File: src/rtl/ahbl_addr_decode_resp_mux.sv
// AHB-Lite address decoder and response multiplexer for a single master.
// Decodes 256 MB slots, owns the data phase, and steers the owning slave's response back to the master.
module ahbl_addr_decode_resp_mux #(
  parameter logic [15:0] SLOT_EN = 16'h00FF,
  parameter int          CNT_W   = 16
) (
  input  logic             HCLK,
  input  logic             HRESET,
  input  logic [31:0]      HADDR,
  input  logic [1:0]       HTRANS,
  output logic [15:0]      HSEL_S,
  input  logic [15:0]      HREADYOUT_S,
  input  logic [15:0]      HRESP_S,
  input  logic [511:0]     HRDATA_S,
  output logic             DEF_REQ,
  input  logic             DEF_HREADYOUT,
  input  logic             DEF_HRESP,
  output logic             HREADY,
  output logic             HRESP,
  output logic [31:0]      HRDATA,
  output logic [CNT_W-1:0] UNMAP_CNT
);

  typedef enum logic [1:0] {
    OWN_NONE = 2'd0,
    OWN_SLV  = 2'd1,
    OWN_DEF  = 2'd2
  } own_kind_e;

  own_kind_e        own_kind_q, own_kind_d;
  logic [3:0]       own_idx_q, own_idx_d;
  logic [CNT_W-1:0] cnt_q;

  logic [3:0] slot;
  logic       mapped;
  logic       xfer;

  assign slot    = HADDR[31:28];
  assign mapped  = SLOT_EN[slot];
  assign xfer    = HTRANS[1];

  // Select is driven for any transfer type; only ownership looks at HTRANS.
  assign HSEL_S  = mapped ? (16'h0001 << slot) : 16'h0000;
  assign DEF_REQ = !mapped && xfer && HREADY;

  always_comb begin
    // NOTE: every output gets a default first so no path through this block infers a latch.
    HREADY = 1'b1;
    HRESP  = 1'b0;
    HRDATA = 32'h0000_0000;
    unique case (own_kind_q)
      OWN_SLV: begin
        HREADY = HREADYOUT_S[own_idx_q];
        HRESP  = HRESP_S[own_idx_q];
        HRDATA = HRDATA_S[{own_idx_q, 5'b00000} +: 32];
      end
      OWN_DEF: begin
        HREADY = DEF_HREADYOUT;
        HRESP  = DEF_HRESP;
      end
      default: ;
    endcase
  end

  always_comb begin
    own_kind_d = own_kind_q;
    own_idx_d  = own_idx_q;
    if (HREADY) begin
      if (!xfer) begin
        own_kind_d = OWN_NONE;
        own_idx_d  = 4'd0;
      end else if (mapped) begin
        own_kind_d = OWN_SLV;
        own_idx_d  = slot;
      end else begin
        own_kind_d = OWN_DEF;
        own_idx_d  = 4'd0;
      end
    end
  end

  // NOTE: reset is sampled on the clock edge, so it wins over a stalled data phase in the same cycle.
  always_ff @(posedge HCLK) begin
    // NOTE: state registers use non-blocking assignments so every flop samples pre-edge values.
    if (HRESET) begin
      own_kind_q <= OWN_NONE;
      own_idx_q  <= 4'd0;
      cnt_q      <= '0;
    end else begin
      own_kind_q <= own_kind_d;
      own_idx_q  <= own_idx_d;
      if (DEF_REQ && (cnt_q != {CNT_W{1'b1}})) begin
        cnt_q <= cnt_q + {{(CNT_W-1){1'b0}}, 1'b1};
      end
    end
  end

  assign UNMAP_CNT = cnt_q;

endmodule
File: config.mk
export PLATFORM = sky130hd
export DESIGN_NAME = ahbl_addr_decode_resp_mux
export DESIGN_NICKNAME = d
export VERILOG_FILES = /design/src/rtl/ahbl_addr_decode_resp_mux.sv
export SDC_FILE = /design/constraint.sdc
export NUM_CORES = 1
export LEC_CHECK = 0
export CORE_AREA = 2 2 250 252
export DETAILED_ROUTE_END_ITERATION = 16
export DIE_AREA = 0 0 252 254
export GPL_ROUTABILITY_DRIVEN = 0
export GPL_TIMING_DRIVEN = 1
export PLACE_DENSITY = 0.3
export SLEW_MARGIN = 25
export SYNTH_ARGS = -nofsm -noshare
export SYNTH_HDL_FRONTEND = slang
export SYNTH_SLANG_ARGS = --single-unit
File: constraint.sdc
create_clock -name HCLK -period 2 [get_ports HCLK]
set_input_delay 0.4 -clock HCLK [delete_from_list [all_inputs] [get_ports HCLK]]
set_output_delay 0.4 -clock HCLK [all_outputs]
set_load 0.01 [all_outputs]
==> metrics.yaml <==
timing:
  fin_crit_ps: 2447
  fin_ws_ps: -447.3
  fin_crit_sh: 1.224
  grt_setup_unrepaired: "yes"
  worstMarginPinSlew_ps: 753.7
  drv_slew: 0
  slew_headroom: 0.4922
  clock.fmax_mhz: 408.6
  hold_viol: 0
  whs_ps: 527.3
  setup_viol: 56
  finalClockSkew_ps: 2.801
synthesis:
  synth_warnings: 0
  yosysTopAreaCell: "mux4_2"
  yosys-top-cells-area: "mux4_2, dfxtp_1, mux2i_1"
  synth.distinct_cells: 38
  syn_area_um2: 3361
  synth_top_cell_area_share: 0.4490
  synthArstFlopShare: 0
  avgSynthCellArea_um2: 10.77
  synth_cells: 312
  synth-edff-count: 0
  synth-main-ff-cell: "dfxtp_1"
  synth_seq_area_share: 0.1251
  synth_seq_cells: 21
critical_path:
  path_max_fanout: 3
  path_cells: "buf_12, buf_8, mux4_2, o21ba_4, a21oi_4, inv_4, buf_6"
  reg2reg_slack_ps: -370
  max_stage_delay_ps: 540
  r2r_cells: 10
  worstSetupPathType: "reg2out"
  crit_path_end_kind: "primary output"
  worst_ep_required_time_ps: 1600
  cp.arrival_ps: 2050
  startpoint_type: "flip-flop"
  crit-reg2reg-capture: "UNMAP_CNT[2]$_SDFFE_PP0P_"
  slowest_stage: "mux4_2"
  r2r-start: "own_idx_q[0]$_SDFFE_PP0P_"
clock_tree:
  htree_levels: 1
  cts_tree: "built"
  root_buffer: "clkbuf_16"
  cts.clk_slew.worst_paths_ps: 60
  cts_buffers: 3
  clk_latency_ps: 260
  cts_sinks: 21
  cts_buffer_depth: 2
final_layout:
  seqCellArea_um2: 429.2
  fill_cells: 6917
  multi_input_comb_area_um2: 2967
  fin_area_um2: 8959
  drive_gt1_frac: 0.3596
  fin_nets: 1323
  diodes: 0
  areaGrowthSynthToFinish_pct: 166.6
grt:
  use_met2: 0.1189
  top_usage_layer: "met2"
  grt.met3_usage: 0.01690
  grt_pass1_vias: 4803
  antenna_found_initial: 1
  use_met1: 0.08765
  grt_pass1_wl_mm: 32.64
  grt-ovfl-total: 0
  grt_max_degree: 16
  grt_use_total: 0.06796
detailed_routing:
  vias: 4477
  via_per_inst: 2.932
  drt_wl_total_mm: 23.64
  dr.pass1.iters: 4
  drc: 0
  ant_nets: 0
  drt_iter0_markers: 184
  wire_per_inst_um: 15.48
die:
  row_count: 91
  io_pins: 649
  dieArea_um2: 64010
  core_um2: 61260
  die_h_um: 254
  start_util: 0.05486
  die_width_um: 252
min_path:
  hold_class: "reg2reg"
  min_path_cells: 2
  holdPathEnd: "UNMAP_CNT[11]$_SDFFE_PP0P_"
  hp-start: "UNMAP_CNT[11]$_SDFFE_PP0P_"
power_and_ir_drop:
  power.leakage_uw: 0.003061
  peakVddDrop_mv: 0.2659
  powerDensity_nw_per_um2: 249.6
placed_design:
  postPlaceCellArea_um2: 8085
  io_buffer_count: 339
  dp_hpwl_mm: 19.18
status:
  status: "complete, but fails checks"
  violations: "negative setup slack"
job:
  maxCapViolCount: 0
per-layer routing:
layer	share of wire	up-vias	wire, um
li1	-	2110	-
met5	0	-	0
met3	0.085	3	2010
met1	0.43	2137	10170
met2	0.48	227	11430
met4	0.0012	0	29
where the power goes:
group          switching, uW  internal (uW)
Clock                    177            273
Sequential              6.50            424
Combinational            422            933
Total                    606           1630
worst max path at each step:
| stage | slack, ps | to | startpoint |
|---|---|---|---|
| global placement | -950 | HRESP | HRESP_S[0] |
| finish | -450 | DEF_REQ | own_idx_q[0]$_SDFFE_PP0P_ |
| detailed placement | -940 | HRESP | HRESP_S[0] |
| CTS | -490 | HRESP | own_idx_q[0]$_SDFFE_PP0P_ |
| floorplan | -30 | HRDATA[14] | own_idx_q[0]$_SDFFE_PP0P_ |
| global route | -500 | DEF_REQ | own_idx_q[0]$_SDFFE_PP0P_ |
cells by family after synthesis:
kind of cell    Yosys count  synth area share
flops                    21            0.1251
fa+ha+maj                 3           0.01117
other cells               1          0.001116
buf+inv                  41           0.06552
compound gates           36           0.07223
mux                     107            0.5689
simple gates            103            0.1560
layout by cell type (no fill, tap or decap), drive strengths merged, types with 3 or more instances in the layout:
cell type	n
nand4	6
o31ai	9
nand2b	3
nor2	44
o21ai	5
mux2i	38
dfxtp	21
nor2b	3
and4	4
clkbuf	11
inv	4
nand3	7
conb	8
and2	5
or3	5
ha	3
or4	8
mux4	67
nand2	6
nor3	7
dlygate4sd2	7
a21oi	16
buf	145
clkdlybuf4s50	291
synth_stat cells, drive strengths merged (4+ instances only):
cell     n
nor3     7
nand4    6
mux2i   38
clkbuf  15
nand2    6
mux4    67
a21oi   16
or3      5
o31ai    9
and2     5
o21ai    5
dfxtp   21
nor2    44
or4      8
buf     22
and4     4
inv      4
nand3    7
critical path, delay by kind of cell (launching register included):
kind | cells | cell delay, ps
AOI/OAI and AO/OA | 2 | 440
buffers and inverters | 4 | 410
DFF | 1 | 390
muxes | 1 | 540
area by class of cell:
type	instances	area share
inverter	4	0.001955
multi-input combinational	257	0.3311
timing repair buffer	451	0.4999
clock buffer	4	0.008799
sequential	21	0.04791
tap	790	0.1103
registers in the layout (all words and copies together), names as in the netlist:
name	flops
own_idx_q	3
UNMAP_CNT	16
own_kind_q	2
repair_timing:
action,4_1_cts,5_1_grt
pin swaps,22,14
resized for setup,227,58
hold buffers,0,0
setup buffers,45,11
setup endpoints to repair,64,62
gates cloned,3,2
per-stage QoR:
step	total power (uW)	worst slack [ps]	cells	utilization	setup TNS, ps
4_1_cts	2237	-489.8	1520	0.1424	-17830
3_5_place_dp	1657	-939.9	1471	0.1320	-34000
2_1_floorplan	859.2	-29.90	319	-	-838.9
6_report	2236	-447.3	1527	0.1462	-15980
5_1_grt	2360	-496.7	1527	0.1462	-20490
3_3_place_gp	1659	-949.0	1471	0.1320	-34310
Note: power is estimated with default switching activity, not from simulation.
